[src/rtl/snn_pkg.sv]
`default_nettype none
// +----------------------------------------------------------------------+
// | snn_pkg                                                              |
// | Opcodes, bus command record and loader state encoding.               |
// | Rev 1.0                                                              |
// +----------------------------------------------------------------------+
package snn_pkg;

    localparam int SNN_ADDR_W = 3;
    localparam int SNN_CMD_W  = 3;
    localparam int SNN_ARG_W  = 8;

    localparam logic [SNN_CMD_W-1:0] CMD_NOP        = 3'd0;
    localparam logic [SNN_CMD_W-1:0] CMD_SET_W1     = 3'd1;
    localparam logic [SNN_CMD_W-1:0] CMD_SET_W2     = 3'd2;
    localparam logic [SNN_CMD_W-1:0] CMD_SET_THRESH = 3'd3;
    localparam logic [SNN_CMD_W-1:0] CMD_CLR_POT    = 3'd4;

    typedef struct packed {
        logic [SNN_ADDR_W-1:0] addr;
        logic [SNN_CMD_W-1:0]  cmd;
        logic [SNN_ARG_W-1:0]  arg;
    } snn_cmd_t;

    typedef enum logic [1:0] {
        ST_IDLE   = 2'd0,
        ST_ISSUE  = 2'd1,
        ST_GAP    = 2'd2,
        ST_FINISH = 2'd3
    } loader_state_t;

endpackage
`default_nettype wire

[src/rtl/snn_cmd_loader_if.sv]
`default_nettype none
// +----------------------------------------------------------------------+
// | snn_cmd_loader_if                                                    |
// | Table write port, replay handshake and configuration bus.            |
// | Rev 1.0                                                              |
// +----------------------------------------------------------------------+
interface snn_cmd_loader_if #(
    parameter int ADDR_WIDTH  = 3,
    parameter int CMD_WIDTH   = 3,
    parameter int FLOAT_WIDTH = 8,
    parameter int DEPTH       = 16
);
    logic                       wr_en;
    logic [$clog2(DEPTH)-1:0]   wr_idx;
    logic [ADDR_WIDTH-1:0]      wr_addr;
    logic [CMD_WIDTH-1:0]       wr_cmd;
    logic [FLOAT_WIDTH-1:0]     wr_arg;
    logic [$clog2(DEPTH):0]     n_entries;
    logic                       start;
    logic                       abort;
    logic                       busy;
    logic                       done;
    logic                       aborted;
    logic                       wr_err;
    logic [ADDR_WIDTH-1:0]      addr;
    logic [CMD_WIDTH-1:0]       cmd;
    logic [FLOAT_WIDTH-1:0]     cmd_arg;
    logic [FLOAT_WIDTH-1:0]     csum;

    modport master (
        output wr_en, wr_idx, wr_addr, wr_cmd, wr_arg, n_entries, start, abort,
        input  busy, done, aborted, wr_err, addr, cmd, cmd_arg, csum
    );

    modport slave (
        input  wr_en, wr_idx, wr_addr, wr_cmd, wr_arg, n_entries, start, abort,
        output busy, done, aborted, wr_err, addr, cmd, cmd_arg, csum
    );
endinterface
`default_nettype wire

[src/rtl/snn_cmd_table.sv]
`default_nettype none
// +----------------------------------------------------------------------+
// | snn_cmd_table                                                        |
// | Command register file: one synchronous write, one async read.        |
// | Rev 1.0                                                              |
// +----------------------------------------------------------------------+
module snn_cmd_table
    import snn_pkg::*;
#(
    parameter int DEPTH     = 16,
    parameter int IDX_WIDTH = $clog2(DEPTH)
) (
    input  wire logic                 clk,
    input  wire logic                 i_wr_en,
    input  wire logic [IDX_WIDTH-1:0] i_wr_idx,
    input  wire snn_cmd_t             i_wr_data,
    input  wire logic [IDX_WIDTH-1:0] i_rd_idx,
    output snn_cmd_t                  o_rd_data
);
    // Contents are deliberately not reset; software loads them before use.
    snn_cmd_t r_mem [DEPTH];

    always_ff @(posedge clk) begin
        if (i_wr_en) begin
            r_mem[i_wr_idx] <= i_wr_data;
        end
    end

    assign o_rd_data = r_mem[i_rd_idx];
endmodule
`default_nettype wire

[src/rtl/snn_cmd_loader.sv]
`default_nettype none
// +----------------------------------------------------------------------+
// | snn_cmd_loader                                                       |
// | Replays a command table onto the neuron configuration bus.           |
// | Optional argument checksum: define SNN_LOADER_CSUM_EN.               |
// | Rev 1.0                                                              |
// +----------------------------------------------------------------------+
module snn_cmd_loader
    import snn_pkg::*;
#(
    parameter int INT_WIDTH   = 4,
    parameter int FLOAT_WIDTH = 2 * INT_WIDTH,
    parameter int CMD_WIDTH   = 3,
    parameter int ADDR_WIDTH  = 3,
    parameter int DEPTH       = 16,
    parameter int GAP_CYCLES  = 1
) (
    input  wire logic       clk,
    input  wire logic       rst,
    snn_cmd_loader_if.slave bus
);
    localparam int                 c_idx_w    = $clog2(DEPTH);
    localparam int                 c_cnt_w    = c_idx_w + 1;
    localparam logic [c_cnt_w-1:0] c_depth    = c_cnt_w'(DEPTH);
    localparam logic [3:0]         c_gap_last = (GAP_CYCLES > 0) ? 4'(GAP_CYCLES - 1) : 4'd0;
    localparam bit                 c_has_gap  = (GAP_CYCLES > 0);

    loader_state_t          r_state;
    logic [c_idx_w-1:0]     r_idx;
    logic [c_cnt_w-1:0]     r_left;
    logic [3:0]             r_gap_cnt;
    logic                   r_busy;
    logic                   r_done;
    logic                   r_aborted;
    logic                   r_wr_err;
    logic [ADDR_WIDTH-1:0]  r_addr;
    logic [CMD_WIDTH-1:0]   r_cmd;
    logic [FLOAT_WIDTH-1:0] r_arg;

    logic                   w_idle;
    logic                   w_tbl_we;
    logic                   w_more;
    logic                   w_abort;
    logic [c_cnt_w-1:0]     w_n_clamped;
    logic [c_idx_w-1:0]     w_next_idx;
    logic [c_idx_w-1:0]     w_rd_idx;
    snn_cmd_t               w_wr_entry;
    snn_cmd_t               w_rd_entry;
    snn_cmd_t               w_first_entry;

    assign w_idle      = (r_state == ST_IDLE);
    assign w_tbl_we    = bus.wr_en && w_idle;
    assign w_more      = (r_left != '0);
    assign w_abort     = bus.abort && ((r_state == ST_ISSUE) || (r_state == ST_GAP));
    assign w_n_clamped = (bus.n_entries > c_depth) ? c_depth : bus.n_entries;
    assign w_next_idx  = r_idx + c_idx_w'(1);
    assign w_rd_idx    = w_idle ? '0 : w_next_idx;
    assign w_wr_entry  = '{addr: bus.wr_addr, cmd: bus.wr_cmd, arg: bus.wr_arg};
    // A write to entry 0 in the start cycle must be the one issued first.
    assign w_first_entry = (w_tbl_we && (bus.wr_idx == '0)) ? w_wr_entry : w_rd_entry;

    snn_cmd_table #(.DEPTH(DEPTH)) u_table (
        .clk       (clk),
        .i_wr_en   (w_tbl_we),
        .i_wr_idx  (bus.wr_idx),
        .i_wr_data (w_wr_entry),
        .i_rd_idx  (w_rd_idx),
        .o_rd_data (w_rd_entry)
    );

    // Bus registers default to NOP each cycle; only the edge entering ISSUE loads an entry.
    always_ff @(posedge clk or negedge rst) begin
        if (!rst) begin
            r_state   <= ST_IDLE;
            r_idx     <= '0;
            r_left    <= '0;
            r_gap_cnt <= '0;
            r_busy    <= 1'b0;
            r_done    <= 1'b0;
            r_aborted <= 1'b0;
            r_wr_err  <= 1'b0;
            r_addr    <= '0;
            r_cmd     <= CMD_NOP;
            r_arg     <= '0;
        end else begin
            r_done    <= 1'b0;
            r_aborted <= 1'b0;
            r_wr_err  <= bus.wr_en && !w_idle;
            r_addr    <= '0;
            r_cmd     <= CMD_NOP;
            r_arg     <= '0;
            if (w_abort) begin
                r_state   <= ST_IDLE;
                r_busy    <= 1'b0;
                r_aborted <= 1'b1;
            end else begin
                case (r_state)
                    ST_IDLE: begin
                        if (bus.start) begin
                            r_idx  <= '0;
                            r_busy <= 1'b1;
                            if (w_n_clamped != '0) begin
                                r_state <= ST_ISSUE;
                                r_left  <= w_n_clamped - c_cnt_w'(1);
                                r_addr  <= w_first_entry.addr;
                                r_cmd   <= w_first_entry.cmd;
                                r_arg   <= w_first_entry.arg;
                            end else begin
                                r_state <= ST_FINISH;
                                r_left  <= '0;
                                r_done  <= 1'b1;
                            end
                        end
                    end
                    ST_ISSUE, ST_GAP: begin
                        if ((r_state == ST_ISSUE) && c_has_gap) begin
                            r_state   <= ST_GAP;
                            r_gap_cnt <= c_gap_last;
                        end else if ((r_state == ST_GAP) && (r_gap_cnt != 4'd0)) begin
                            r_gap_cnt <= r_gap_cnt - 4'd1;
                        end else if (w_more) begin
                            r_state <= ST_ISSUE;
                            r_idx   <= w_next_idx;
                            r_left  <= r_left - c_cnt_w'(1);
                            r_addr  <= w_rd_entry.addr;
                            r_cmd   <= w_rd_entry.cmd;
                            r_arg   <= w_rd_entry.arg;
                        end else begin
                            r_state <= ST_FINISH;
                            r_done  <= 1'b1;
                        end
                    end
                    ST_FINISH: begin
                        r_state <= ST_IDLE;
                        r_busy  <= 1'b0;
                    end
                    default: r_state <= ST_IDLE;
                endcase
            end
        end
    end

`ifdef SNN_LOADER_CSUM_EN
    logic [FLOAT_WIDTH-1:0] r_csum;

    always_ff @(posedge clk or negedge rst) begin
        if (!rst) begin
            r_csum <= '0;
        end else if (w_idle && bus.start) begin
            r_csum <= '0;
        end else if (r_state == ST_ISSUE) begin
            r_csum <= r_csum ^ r_arg;
        end
    end

    assign bus.csum = r_csum;
`else
    assign bus.csum = '0;
`endif

    assign bus.busy    = r_busy;
    assign bus.done    = r_done;
    assign bus.aborted = r_aborted;
    assign bus.wr_err  = r_wr_err;
    assign bus.addr    = r_addr;
    assign bus.cmd     = r_cmd;
    assign bus.cmd_arg = r_arg;
endmodule
`default_nettype wire

[src/flat_wrapper.sv]
// flat-port wrapper written by rule: the top's interface ports become plain ports
module snn_cmd_loader_flat import snn_pkg::*;
#(
    parameter int INT_WIDTH   = 4,
    parameter int FLOAT_WIDTH = 2 * INT_WIDTH,
    parameter int CMD_WIDTH   = 3,
    parameter int ADDR_WIDTH  = 3,
    parameter int DEPTH       = 16,
    parameter int GAP_CYCLES  = 1
)
  (clk, rst, bus_wr_en, bus_wr_idx, bus_wr_addr, bus_wr_cmd, bus_wr_arg, bus_n_entries, bus_start, bus_abort, bus_busy, bus_done, bus_aborted, bus_wr_err, bus_addr, bus_cmd, bus_cmd_arg, bus_csum);
  snn_cmd_loader_if #(.ADDR_WIDTH(ADDR_WIDTH), .CMD_WIDTH(CMD_WIDTH), .FLOAT_WIDTH(FLOAT_WIDTH), .DEPTH(DEPTH)) bus_i ();
  input  wire logic clk;
  input  wire logic rst;
  input wire logic [$bits(bus_i.wr_en)-1:0] bus_wr_en;
  input wire logic [$bits(bus_i.wr_idx)-1:0] bus_wr_idx;
  input wire logic [$bits(bus_i.wr_addr)-1:0] bus_wr_addr;
  input wire logic [$bits(bus_i.wr_cmd)-1:0] bus_wr_cmd;
  input wire logic [$bits(bus_i.wr_arg)-1:0] bus_wr_arg;
  input wire logic [$bits(bus_i.n_entries)-1:0] bus_n_entries;
  input wire logic [$bits(bus_i.start)-1:0] bus_start;
  input wire logic [$bits(bus_i.abort)-1:0] bus_abort;
  output wire logic [$bits(bus_i.busy)-1:0] bus_busy;
  output wire logic [$bits(bus_i.done)-1:0] bus_done;
  output wire logic [$bits(bus_i.aborted)-1:0] bus_aborted;
  output wire logic [$bits(bus_i.wr_err)-1:0] bus_wr_err;
  output wire logic [$bits(bus_i.addr)-1:0] bus_addr;
  output wire logic [$bits(bus_i.cmd)-1:0] bus_cmd;
  output wire logic [$bits(bus_i.cmd_arg)-1:0] bus_cmd_arg;
  output wire logic [$bits(bus_i.csum)-1:0] bus_csum;
  assign bus_i.wr_en = bus_wr_en;
  assign bus_i.wr_idx = bus_wr_idx;
  assign bus_i.wr_addr = bus_wr_addr;
  assign bus_i.wr_cmd = bus_wr_cmd;
  assign bus_i.wr_arg = bus_wr_arg;
  assign bus_i.n_entries = bus_n_entries;
  assign bus_i.start = bus_start;
  assign bus_i.abort = bus_abort;
  assign bus_busy = bus_i.busy;
  assign bus_done = bus_i.done;
  assign bus_aborted = bus_i.aborted;
  assign bus_wr_err = bus_i.wr_err;
  assign bus_addr = bus_i.addr;
  assign bus_cmd = bus_i.cmd;
  assign bus_cmd_arg = bus_i.cmd_arg;
  assign bus_csum = bus_i.csum;
  snn_cmd_loader #(.INT_WIDTH(INT_WIDTH), .FLOAT_WIDTH(FLOAT_WIDTH), .CMD_WIDTH(CMD_WIDTH), .ADDR_WIDTH(ADDR_WIDTH), .DEPTH(DEPTH), .GAP_CYCLES(GAP_CYCLES)) u_core (.clk(clk), .rst(rst), .bus(bus_i));
endmodule
[config.mk]
export PLATFORM = sky130hd
export DESIGN_NAME = snn_cmd_loader_flat
export DESIGN_NICKNAME = d
export VERILOG_FILES = /design/src/rtl/snn_pkg.sv /design/src/rtl/snn_cmd_loader_if.sv /design/src/rtl/snn_cmd_table.sv /design/src/rtl/snn_cmd_loader.sv /design/src/flat_wrapper.sv
export SDC_FILE = /design/constraint.sdc
export NUM_CORES = 1
export LEC_CHECK = 0
export BUFFER_PORTS_ARGS = -buffer_cell sky130_fd_sc_hd__buf_2
export CAP_MARGIN = 20
export CORE_ASPECT_RATIO = 2
export CORE_UTILIZATION = 57
export CTS_BUF_LIST = sky130_fd_sc_hd__clkbuf_4
export CTS_CLUSTER_SIZE = 25
export DETAILED_ROUTE_END_ITERATION = 12
export PLACE_DENSITY = 0.78
export SLEW_MARGIN = 30
export SYNTH_ARGS = -nofsm -noshare
export SYNTH_HDL_FRONTEND = slang
export SYNTH_HIERARCHICAL = 1
export SYNTH_SLANG_ARGS = --single-unit
[constraint.sdc]
create_clock -name clk -period 3 [get_ports clk]
set_input_delay 0.45 -clock clk [delete_from_list [all_inputs] [get_ports clk]]
set_output_delay 0.45 -clock clk [all_outputs]
set_load 0.01 [all_outputs]
==> run metrics, run 1 <==
final hold vios=0; HP Class=input port to register; most common library cell in the layout ignoring fill and taps=edfxtp_1; Total GRT Usage=23.6%; Synth cell types=55; TritonRoute pass-1 iters=9; Setup WS post-layout=approximately 480 ps; Reg clk slew, reported paths=approximately 70 ps; I/O Pins=54; Yosys reg bits=about 260; vias in the first global route=6231; Clock Path Buffers=3; Detailed Place HPWL=14.0 mm; Static Leak=about 4.2 nW; synth top area cells=edfxtp_1 (64%), mux4_2 (12%), dfrtp_1 (7.9%), a22oi_1 (2.0%), ha_1 (1.3%); Max Clk Rate=0.397 GHz; number of flops mapped to enable cells by yosys=approximately 220; # rows=69; Post-Place Cells=827; Slew headroom=between 40% and 50%; setup slack, reg-to-reg=roughly 480 ps; critical path fanouts, max=19; MaxCap Viol Count=0; CP cell instances=inv_1, ha_1, nor2_4, buf_4, mux4_2, a22oi_1, nand2_1, a22o_1; Final Non-Filler Cells=926; final hold slack=36.9 ps; Layout fillers=1177; crit path buf inv count=2; die height=193 um; worst vdd ir=0.531 mV; pin count of the biggest net entering global routing=57; PwrDens=899 nW/um2; Root Driver=clkbuf_4; run status=finished with violations; Mapped Avg Cell Area=roughly 18 um2; CP top delay family=multiplexers; area growth from synthesis to layout=12.7%; Max stage delay on crit path=550 ps; unrepaired setup endpoints after global routing=no; Crit. End Element=register; Routability Congestion=~0.80; gr ovfl total=0; per-cell routed wire length=22.7 um; final setup fails=0; clock latency on the worst-skew pair=680 ps; DR DRC count=6; Clock Skews=about 53 ps; DR vias/cell=6.14; Starting Density=58.5%; Main synth FF type=edfxtp_1; crit path launch type=register; number of slew-limit violations in the final report=0; CTS tree=done; port bufs=45; clock sinks=257; total core area=17900 um2; violated checks=design-rule violations; ANT nets after route=0; largest area contributor in the netlist=edfxtp_1; arrival time at the worst endpoint=3060 ps; die boundary width=97.7 um; slowest stage cell on the critical path=mux4_2; initial drt markers=413; routed vias=5686; minimum clock period=2520 ps; worst slack, placed=between 400 and 500 ps; first-pass GRT wire length=33.3 mm; Die Area=18900 um2; fraction of layout cells with a size suffix above 1=31.7%; kind of critical path=register to register; CTS Buf Count=54; post-synth top area share=64.4%; final wirelength=21.0 mm; final critical-path share of the clock period=84.0%; measured slew at the worst slew-check pin=approximately 780 ps; nets=710; Worst EP required=about 3500 ps; initial antenna violation count=1; Syn Inst Count=568; Setup TNS Final=0 ps; Synth Cell Area=10400 um2; Seq/Total Area, Yosys=72.3%; most frequent cells in the layout=edfxtp_1 (224), clkbuf_4 (74), mux4_2 (56), buf_2 (45), dfrtp_1 (33); htree depth=2; ys async rst share=12.8%; Final Core Density=about two thirds; YS warnings=6
routing by layer:
metal  up-vias  GRT usage (%)  routed length, um
li1       2538              -                  -
met1      2891           25.5               7310
met2       202           43.7              11900
met3        55           4.48               1000
met4         0           11.7                773
met5         -              0                  0
state kept, by name, indices dropped and copies added, names as in the netlist, 2 cells and up:
register / flops
u_core/r_gap_cnt: 4
u_core/bus.cmd_arg: 8
u_core/r_state: 2
u_core/bus.cmd: 3
u_core/bus.addr: 3
u_core/r_idx: 4
u_core/u_table/r_mem: 224
u_core/r_left: 5
cell type report:
class                   count  area [um2]  share of cell area, %
clock inverters            23         176                   1.50
inverters                  14        52.6                  0.446
clock buffers              74         556                   4.72
diodes                      1        2.50                 0.0213
well taps                 213         267                   2.26
flip-flops and latches    257        7550                   64.2
repair buffers             74         470                   4.00
multi-input cells         270        2700                   22.9
worst min-delay path, delay by kind of cell:
kind / cells / cell delay, ps
buffers and inverters: 2 / 160
AND/OR/NAND/NOR: 1 / 40
synth_stat cells (3+ instances only):
cell type,instances
buf_6,5
dfrtp_1,33
a21oi_1,9
nor2_1,27
mux4_2,56
ha_1,11
a22oi_1,28
buf_4,9
buf_2,8
inv_1,14
nand2b_1,7
a31oi_1,5
nand2_1,27
a22o_1,15
nor3_1,7
edfxtp_1,224
clkbuf_1,11
mux2i_1,3
nand3_1,7
nor2b_1,6
o21ai_0,14
worst paths after layout:
kind                                          start               endpoint  cells past startpoint
worst min-delay path                      bus_wr_en      u_core/bus.wr_err                      3
min in group asynchronous                       rst  u_core/bus.cmd_arg[0]                      2
worst min register to register  u_core/r_gap_cnt[3]    u_core/r_gap_cnt[3]                      1
max in group asynchronous                       rst    u_core/r_gap_cnt[1]                      2
worst max-delay path              u_core/r_state[0]      u_core/bus.cmd[2]                      8
worst max register to register    u_core/r_state[0]      u_core/bus.cmd[2]                      8
cells by family after synthesis:
| group | Yosys count | share of synthesized area [%] |
|---|---|---|
| buffers and inverters | 48 | 2.50 |
| DFF | 257 | 72.3 |
| adders and majority gates | 11 | 1.32 |
| other | 1 | 0.0359 |
| and+or+nand+nor | 98 | 4.73 |
| muxes | 60 | 12.5 |
| AOI/OAI and AO/OA | 91 | 6.50 |
| xor gates and xnor gates | 2 | 0.168 |
timing repair:
item                       CTS  global route
hold endpoints to repair    33             0
buffers inserted             0             0
hold buffers                 1             0
gates resized for setup      0             0
setup endpoints to repair    0             0
power breakdown:
group / internal (mW) / switching (mW)
clock network: 1.41 / 1.25
registers: 4.08 / 0.118
logic: 1.74 / 1.99
per-stage QoR:
stage | total power, mW | area (um2)
5_1_grt | 11.2 | 11800
2_1_floorplan | 7.10 | 10500
3_5_place_dp | 8.01 | 11000
6_report | 10.6 | 11800
3_3_place_gp | 7.90 | 11000
4_1_cts | 10.7 | 11800
No activity file was read; power rests on OpenSTA's default activity.
==> run 2, diff against run 1 <==
Settings changed: ABC_AREA set to 1.
Clock period 3 ns to 2.1 ns, I/O delays scaled along.
==> run 2 against run 1 <==
  * The run ends with negative setup slack left
  * Via count up 78%
  * Register-to-register slack worse by 590 ps
  * Synthesized cell count up 130%
  * Fmax up 14%
  * Sequential power up 44%
  * Sequential share of layout area down 15 points
  * Final area up 29%
  * Global-route usage up 6.2 points
  * Critical path type unchanged
  * Critical endpoint is now u_core/bus.addr[0]
==> run metrics, run 2 <==
max FFs per register=224 (unchanged); total core area=21100 um2 (was 17900 um2); Min-Delay Endpoint=u_core/u_table/r_mem[14][13] (was u_core/bus.wr_err); Die Area=22200 um2 (was 18900 um2); Total GRT Usage=29.8% (was 23.6%); Post-Place Cells=1611 (was 827); Placement Cell Area=13300 um2 (was 11000 um2); Reg2Reg Depth=15 (was 8); vias in the first global route=9898 (was 6231); Syn Inst Count=1280 (was 568); Static Leak=6.92 nW (was 4.17 nW); worst slack, placed=-187 ps (was 461 ps); PwrDens=1440 nW/um2 (was 899 nW/um2); Max Clk Rate=0.452 GHz (was 0.397 GHz); crit path launch type=register (unchanged); initial drt markers=951 (was 413); HP Class=input port to register (unchanged); Slew headroom=48.7% (was 48.2%); unrepaired setup endpoints after global routing=yes (was no); fraction of layout cells with a size suffix above 1=28.0% (was 31.7%); Clock Path Buffers=3 (unchanged); Crit. End Element=register (unchanged); clock latency on the worst-skew pair=700 ps (was 680 ps); Worst EP required=2640 ps (was 3540 ps); most common cell in the netlist=nand2_1 (was edfxtp_1); kind of critical path=register to register (unchanged); MaxCap Viol Count=0 (unchanged); Yosys reg bits=257 (unchanged); run status=finished with violations (unchanged); violated checks=negative setup slack (was design-rule violations); ys async rst share=12.8% (unchanged); top cells by count, synth=nand2_1 (387), edfxtp_1 (224), inv_1 (222) (was edfxtp_1 (224), mux4_2 (56), dfrtp_1 (33)); final critical-path share of the clock period=105% (was 84.0%); TritonRoute pass-1 iters=6 (was 9); arrival time at the worst endpoint=2760 ps (was 3060 ps); final hold vios=0 (unchanged); die height=210 um (was 193 um); Mapped Avg Cell Area=9.62 um2 (was 18.4 um2); number of slew-limit violations in the final report=0 (unchanged); setup slack, reg-to-reg=-110 ps (was 480 ps); Root Driver=clkbuf_4 (unchanged); per-cell routed wire length=20.3 um (was 22.7 um); Main synth FF type=edfxtp_1 (unchanged); most frequent cells in the layout=nand2_1 (361), edfxtp_1 (224), inv_1 (216), nand3_1 (123), clkbuf_4 (82) (was edfxtp_1 (224), clkbuf_4 (74), mux4_2 (56), buf_2 (45), dfrtp_1 (33)); final wirelength=35.5 mm (was 21.0 mm); clock sinks=257 (unchanged); worst vdd ir=0.906 mV (was 0.531 mV); Synth Cell Area=12300 um2 (was 10400 um2); initial antenna violation count=1 (unchanged); Reg clk slew, reported paths=90 ps (was 70 ps); critical path fanouts, max=10 (was 19); Final Non-Filler Cells=1753 (was 926); die boundary width=106 um (was 97.7 um); final hold slack=27.2 ps (was 36.9 ps); nets=1478 (was 710); Routability Congestion=0.902 (was 0.803); RR Startpoint=u_core/r_state[0] (unchanged); Detailed Place HPWL=20.0 mm (was 14.0 mm); DR vias/cell=5.77 (was 6.14); Clock Skews=40.4 ps (was 53.0 ps); Final Cell Area=15200 um2 (was 11800 um2); hold depth=1 (was 3); Starting Density=58.3% (was 58.5%); Top reg by flops=u_core/u_table/r_mem (unchanged); final setup fails=14 (was 0); I/O Pins=54 (unchanged); # rows=75 (was 69); minimum clock period=2210 ps (was 2520 ps); DR DRC count=0 (was 6); synth top area cells=edfxtp_1 (55%), nand2_1 (12%), nand3_1 (7.6%), inv_1 (6.8%), dfrtp_1 (6.7%) (was edfxtp_1 (64%), mux4_2 (12%), dfrtp_1 (7.9%), a22oi_1 (2.0%), ha_1 (1.3%)); Synth cell types=36 (was 55); measured slew at the worst slew-check pin=770 ps (was 777 ps); post-synth top area share=54.6% (was 64.4%); routed vias=10100 (was 5686); CTS Buf Count=55 (was 54); area growth from synthesis to layout=23.8% (was 12.7%); Seq/Total Area, Yosys=61.4% (was 72.3%); CTS tree=done (unchanged); most common library cell in the layout ignoring fill and taps=nand2_1 (was edfxtp_1); reg-to-reg critical path endpoint=u_core/bus.addr[0] (was u_core/bus.cmd[2]); gr ovfl total=0 (unchanged); first-pass GRT wire length=50.1 mm (was 33.3 mm); number of flops mapped to enable cells by yosys=224 (unchanged); port bufs=45 (unchanged); HP Start=bus_wr_addr[2] (was bus_wr_en); YS warnings=6 (unchanged); largest area contributor in the netlist=edfxtp_1 (unchanged); Setup WS post-layout=-113 ps (was 479 ps); ANT nets after route=0 (unchanged); htree depth=2 (unchanged); pin count of the biggest net entering global routing=41 (was 57)
==> run 2: cell count changes in the layout (fill, tap and decap cells not counted), moves of 40 or more <==
cell	change
nand3_1	+116
mux4_2	-56
inv_1	+202
nand2_2	+40
nand3_2	+73
nand2_1	+334
==> run 2: worst max-delay path by stage <==
stage,slack (ps),cells after the start,start,endpoint
after floorplan,-160,8,u_core/r_state[0],u_core/u_table/r_mem[12][0]
after global placement,-130,13,u_core/r_idx[1],u_core/bus.addr[2]
after detailed placement,-190,14,u_core/r_state[0],u_core/bus.addr[0]
after CTS,-20,13,u_core/r_idx[0],u_core/bus.cmd_arg[4]
after global routing,-210,15,u_core/r_state[0],u_core/bus.cmd_arg[6]
final,-110,15,u_core/r_state[0],u_core/bus.addr[0]
==> run 2: layout make-up <==
| type | count | area, um2 |
|---|---|---|
| flip-flops and latches | 257 | 7550 |
| inverters | 229 | 882 |
| repair buffers | 161 | 1740 |
| fillers | 1348 | 5880 |
| well taps | 269 | 337 |
| clock inverters | 19 | 126 |
| diodes | 1 | 2.50 |
| multi-input cells | 735 | 3980 |
| clock buffers | 82 | 616 |
==> run 2: stage by stage <==
step           TNS [ps]  power [mW]  util [%]
6_report          -1010        22.0      72.1
5_1_grt           -2520        23.0      72.1
4_1_cts           -64.0        20.1      69.5
3_5_place_dp      -1460        14.6      62.9
3_3_place_gp       -862        14.4      62.9
2_1_floorplan    -31930        12.1         -
==> run 2: critical path, stage by stage, from the launching register on <==
cell and delay (ps):
dfrtp_1 370, inv_2 60, ha_4 180, nor2_4 220
buf_12 210, buf_8 150, clkbuf_16 170, nand2_1 70
nand3_1 80, nand3_1 110, nand3_1 120, nand2_2 70
inv_1 50, nand2_1 40, nand3_1 100, a21oi_2 60
==> run 2: cell families after synthesis <==
logic type,count (synthesis),synth area share (%)
simple gates,665,24.2
flops,257,61.4
fa+ha+maj,11,1.12
xor+xnor,4,0.285
other cells,1,0.0305
buf+inv,295,10.6
compound gates,47,2.40
==> run 2: repair_timing <==
| action | 4_1_cts | 5_1_grt |
|---|---|---|
| hold endpoints to repair | 54 | 0 |
| buffers inserted | 12 | 6 |
| cloned | 7 | 8 |
| setup endpoints to repair | 14 | 14 |
| gates resized for setup | 67 | 80 |
| pin swaps | 26 | 26 |
| hold buffers | 8 | 0 |
==> run 2: metal layers <==
metal / GRT usage [%] / vias to the layer above / routed length [um]
li1: - / 4458 / -
met5: 0 / - / 0
met1: 30.1 / 4727 / 11100
met2: 55.1 / 711 / 18900
met3: 4.50 / 223 / 2820
met4: 20.5 / 0 / 2760
==> run 2: report_power, final <==
group / switching (mW) / internal (mW) / leakage [nW]
Sequential: 0.167 / 5.86 / 2.45
Clock: 1.95 / 2.03 / 0.440
Combinational: 7.07 / 4.88 / 4.03
==> run 3, diff against run 2 <==
Settings changed: CORE_UTILIZATION 57 to 58, CTS_CLUSTER_SIZE 25 to 24, PLACE_DENSITY 0.78 to 0.79.
==> run 3 against run 2 <==
  * The run still ends with negative setup slack left
  * Via count is 1.2% lower
  * Clock skew is 6.3 ps higher
  * Wire length is 2.6% lower
  * Clock power is 6.0% lower
==> run metrics, run 3 (same netlist as run 2, synthesis figures left out) <==
final hold vios=0 (unchanged); run status=finished with violations (unchanged); Starting Density=58.8% (was 58.3%); Routability Congestion=0.904 (was 0.902); kind of critical path=register to register (unchanged); most frequent cells in the layout=nand2_1 (354), edfxtp_1 (224), inv_1 (217), nand3_1 (113), nand3_2 (83) (was nand2_1 (361), edfxtp_1 (224), inv_1 (216), nand3_1 (123), clkbuf_4 (82)); die height=208 um (was 210 um); total core area=20900 um2 (was 21100 um2); Root Driver=clkbuf_4 (unchanged); measured slew at the worst slew-check pin=764 ps (was 770 ps); RR Startpoint=u_core/r_state[0] (unchanged); clock latency on the worst-skew pair=680 ps (was 700 ps); critical path fanouts, max=14 (was 10); Top reg by flops=u_core/u_table/r_mem (unchanged); I/O Pins=54 (unchanged); unrepaired setup endpoints after global routing=yes (unchanged); fraction of layout cells with a size suffix above 1=28.8% (was 28.0%); violated checks=negative setup slack (unchanged); Detailed Place HPWL=20.3 mm (was 20.0 mm); nets=1477 (was 1478); Final Non-Filler Cells=1747 (was 1753); arrival time at the worst endpoint=2900 ps (was 2760 ps); gr ovfl total=0 (unchanged); per-cell routed wire length=19.8 um (was 20.3 um); TritonRoute pass-1 iters=6 (unchanged); Post-Place Cells=1622 (was 1611); routed vias=9997 (was 10100); internal power=12.2 mW (was 12.8 mW); die boundary width=105 um (was 106 um); # rows=75 (unchanged); MaxCap Viol Count=0 (unchanged); Worst EP required=2710 ps (was 2640 ps); minimum clock period=2290 ps (was 2210 ps); Reg clk slew, reported paths=80 ps (was 90 ps); CTS tree=done (unchanged); sequential share of power=28.5% (was 27.4%); sw power=8.94 mW (was 9.19 mW); crit path launch type=register (unchanged); clock sinks=257 (unchanged); Clk network pwr share=17.7% (was 18.2%); DR vias/cell=5.72 (was 5.77); final wirelength=34.6 mm (was 35.5 mm); max FFs per register=224 (unchanged); initial drt markers=1197 (was 951); initial antenna violation count=1 (unchanged); ANT nets after route=0 (unchanged); final setup fails=14 (unchanged); worst vdd ir=0.873 mV (was 0.906 mV); first-pass GRT wire length=48.4 mm (was 50.1 mm); Static Leak=6.84 nW (was 6.92 nW); HP Start=bus_start (was bus_wr_addr[2]); Layout fillers=1321 (was 1348); PwrDens=1400 nW/um2 (was 1440 nW/um2); area growth from synthesis to layout=22.4% (was 23.8%); Die Area=21800 um2 (was 22200 um2); vias in the first global route=9677 (was 9898); HP Class=input port to register (unchanged); Gate power share=53.8% (was 54.4%); Slew headroom=49.0% (was 48.7%); Overall Power=21.2 mW (was 22.0 mW); most common library cell in the layout ignoring fill and taps=nand2_1 (unchanged); number of slew-limit violations in the final report=0 (unchanged); Max Clk Rate=0.437 GHz (was 0.452 GHz); Setup WS post-layout=-189 ps (was -113 ps); Crit. End Element=register (unchanged); Clock Skews=46.7 ps (was 40.4 ps); CTS Buf Count=54 (was 55); Sw Ratio=42.2% (was 41.8%); Total GRT Usage=28.8% (was 29.8%); critical path startpoint=u_core/r_state[0] (unchanged); DR DRC count=0 (unchanged); final critical-path share of the clock period=109% (was 105%); Clock Path Buffers=3 (unchanged); htree depth=2 (unchanged); pin count of the biggest net entering global routing=38 (was 41); port bufs=45 (unchanged)
-- run 3: cell types whose count changed in the layout (fill, tap and decap cells not counted), sizes merged --
cell | before | now
clkinv | 17 | 20
dlygate4sd3 | 8 | 3
clkbuf | 89 | 78
clkinvlp | 0 | 1
buf | 146 | 152
-- run 3: final timing paths --
| kind | end | slack [ps] | cells past startpoint |
|---|---|---|---|
| min in group asynchronous | u_core/bus.cmd_arg[7] | 250 | 2 |
| max in group asynchronous | u_core/bus.wr_err | 1350 | 2 |
| max reg2reg | u_core/bus.cmd_arg[5] | -190 | 15 |
| max | u_core/bus.cmd_arg[5] | -190 | 15 |
| min reg2reg | u_core/r_gap_cnt[0] | 500 | 1 |
| min | u_core/bus.busy | 30 | 4 |
-- run 3: worst max-delay path: stages, from the launching register on --
cell	delay [ps]
dfrtp_1	360
inv_1	80
ha_4	190
nor2_4	230
clkinv_4	140
buf_12	170
buf_16	150
nand2_1	80
nand3_1	120
nand3_2	110
nand3_2	110
nand2_2	110
nand2_1	60
a21oi_1	110
nand2_1	80
a21oi_2	130
-- run 3: cell type report --
| type | instances | area (um2) | area share (%) |
|---|---|---|---|
| Clock buffer | 72 | 541 | 3.59 |
| Timing Repair Buffer | 161 | 1560 | 10.4 |
| Clock inverter | 23 | 144 | 0.955 |
| Multi-Input combinational cell | 735 | 4060 | 26.9 |
| Sequential cell | 257 | 7550 | 50.1 |
| Antenna cell | 1 | 2.50 | 0.0166 |
| Inverter | 229 | 875 | 5.81 |
| Tap cell | 269 | 337 | 2.23 |
-- run 3: through the flow --
step	hold slack (ps)	instance area [um2]	util [%]	TNS, ps	setup slack [ps]
floorplan	19.4	12300	-	-31930	-165
global placement	417	13300	63.6	-1430	-199
detailed placement	426	13300	63.6	-1860	-198
CTS	0.924	14400	68.9	-204	-33.8
global route	15.1	15100	72.0	-2860	-259
finish	33.2	15100	72.0	-1610	-189
-- run 3: timing repair --
item | 4_1_cts | 5_1_grt
hold endpoints to repair | 35 | 0
setup endpoints to repair | 14 | 46
setup buffers | 11 | 10
pin swaps | 26 | 52
gates resized for setup | 50 | 112
hold buffers | 3 | 0
cloned | 3 | 6
-- run 3: power by group through the flow --
stage          clock, mW  combinational (mW)  sequential (mW)
6_report            3.75                11.4             6.03
5_1_grt             4.02                12.0             6.05
4_1_cts             3.76                9.38             6.02
3_5_place_dp           0                8.37             6.13
3_3_place_gp           0                8.17             6.12
2_1_floorplan          0                5.92             6.15
-- run 3: per-layer routing --
| layer | vias up | global-route usage, % | share of wire, % |
|---|---|---|---|
| li1 | 4439 | - | - |
| met1 | 4711 | 29.9 | 32 |
| met2 | 663 | 53.0 | 53 |
| met3 | 184 | 4.10 | 7.6 |
| met4 | 0 | 19.3 | 7.0 |
| met5 | - | 0 | 0 |
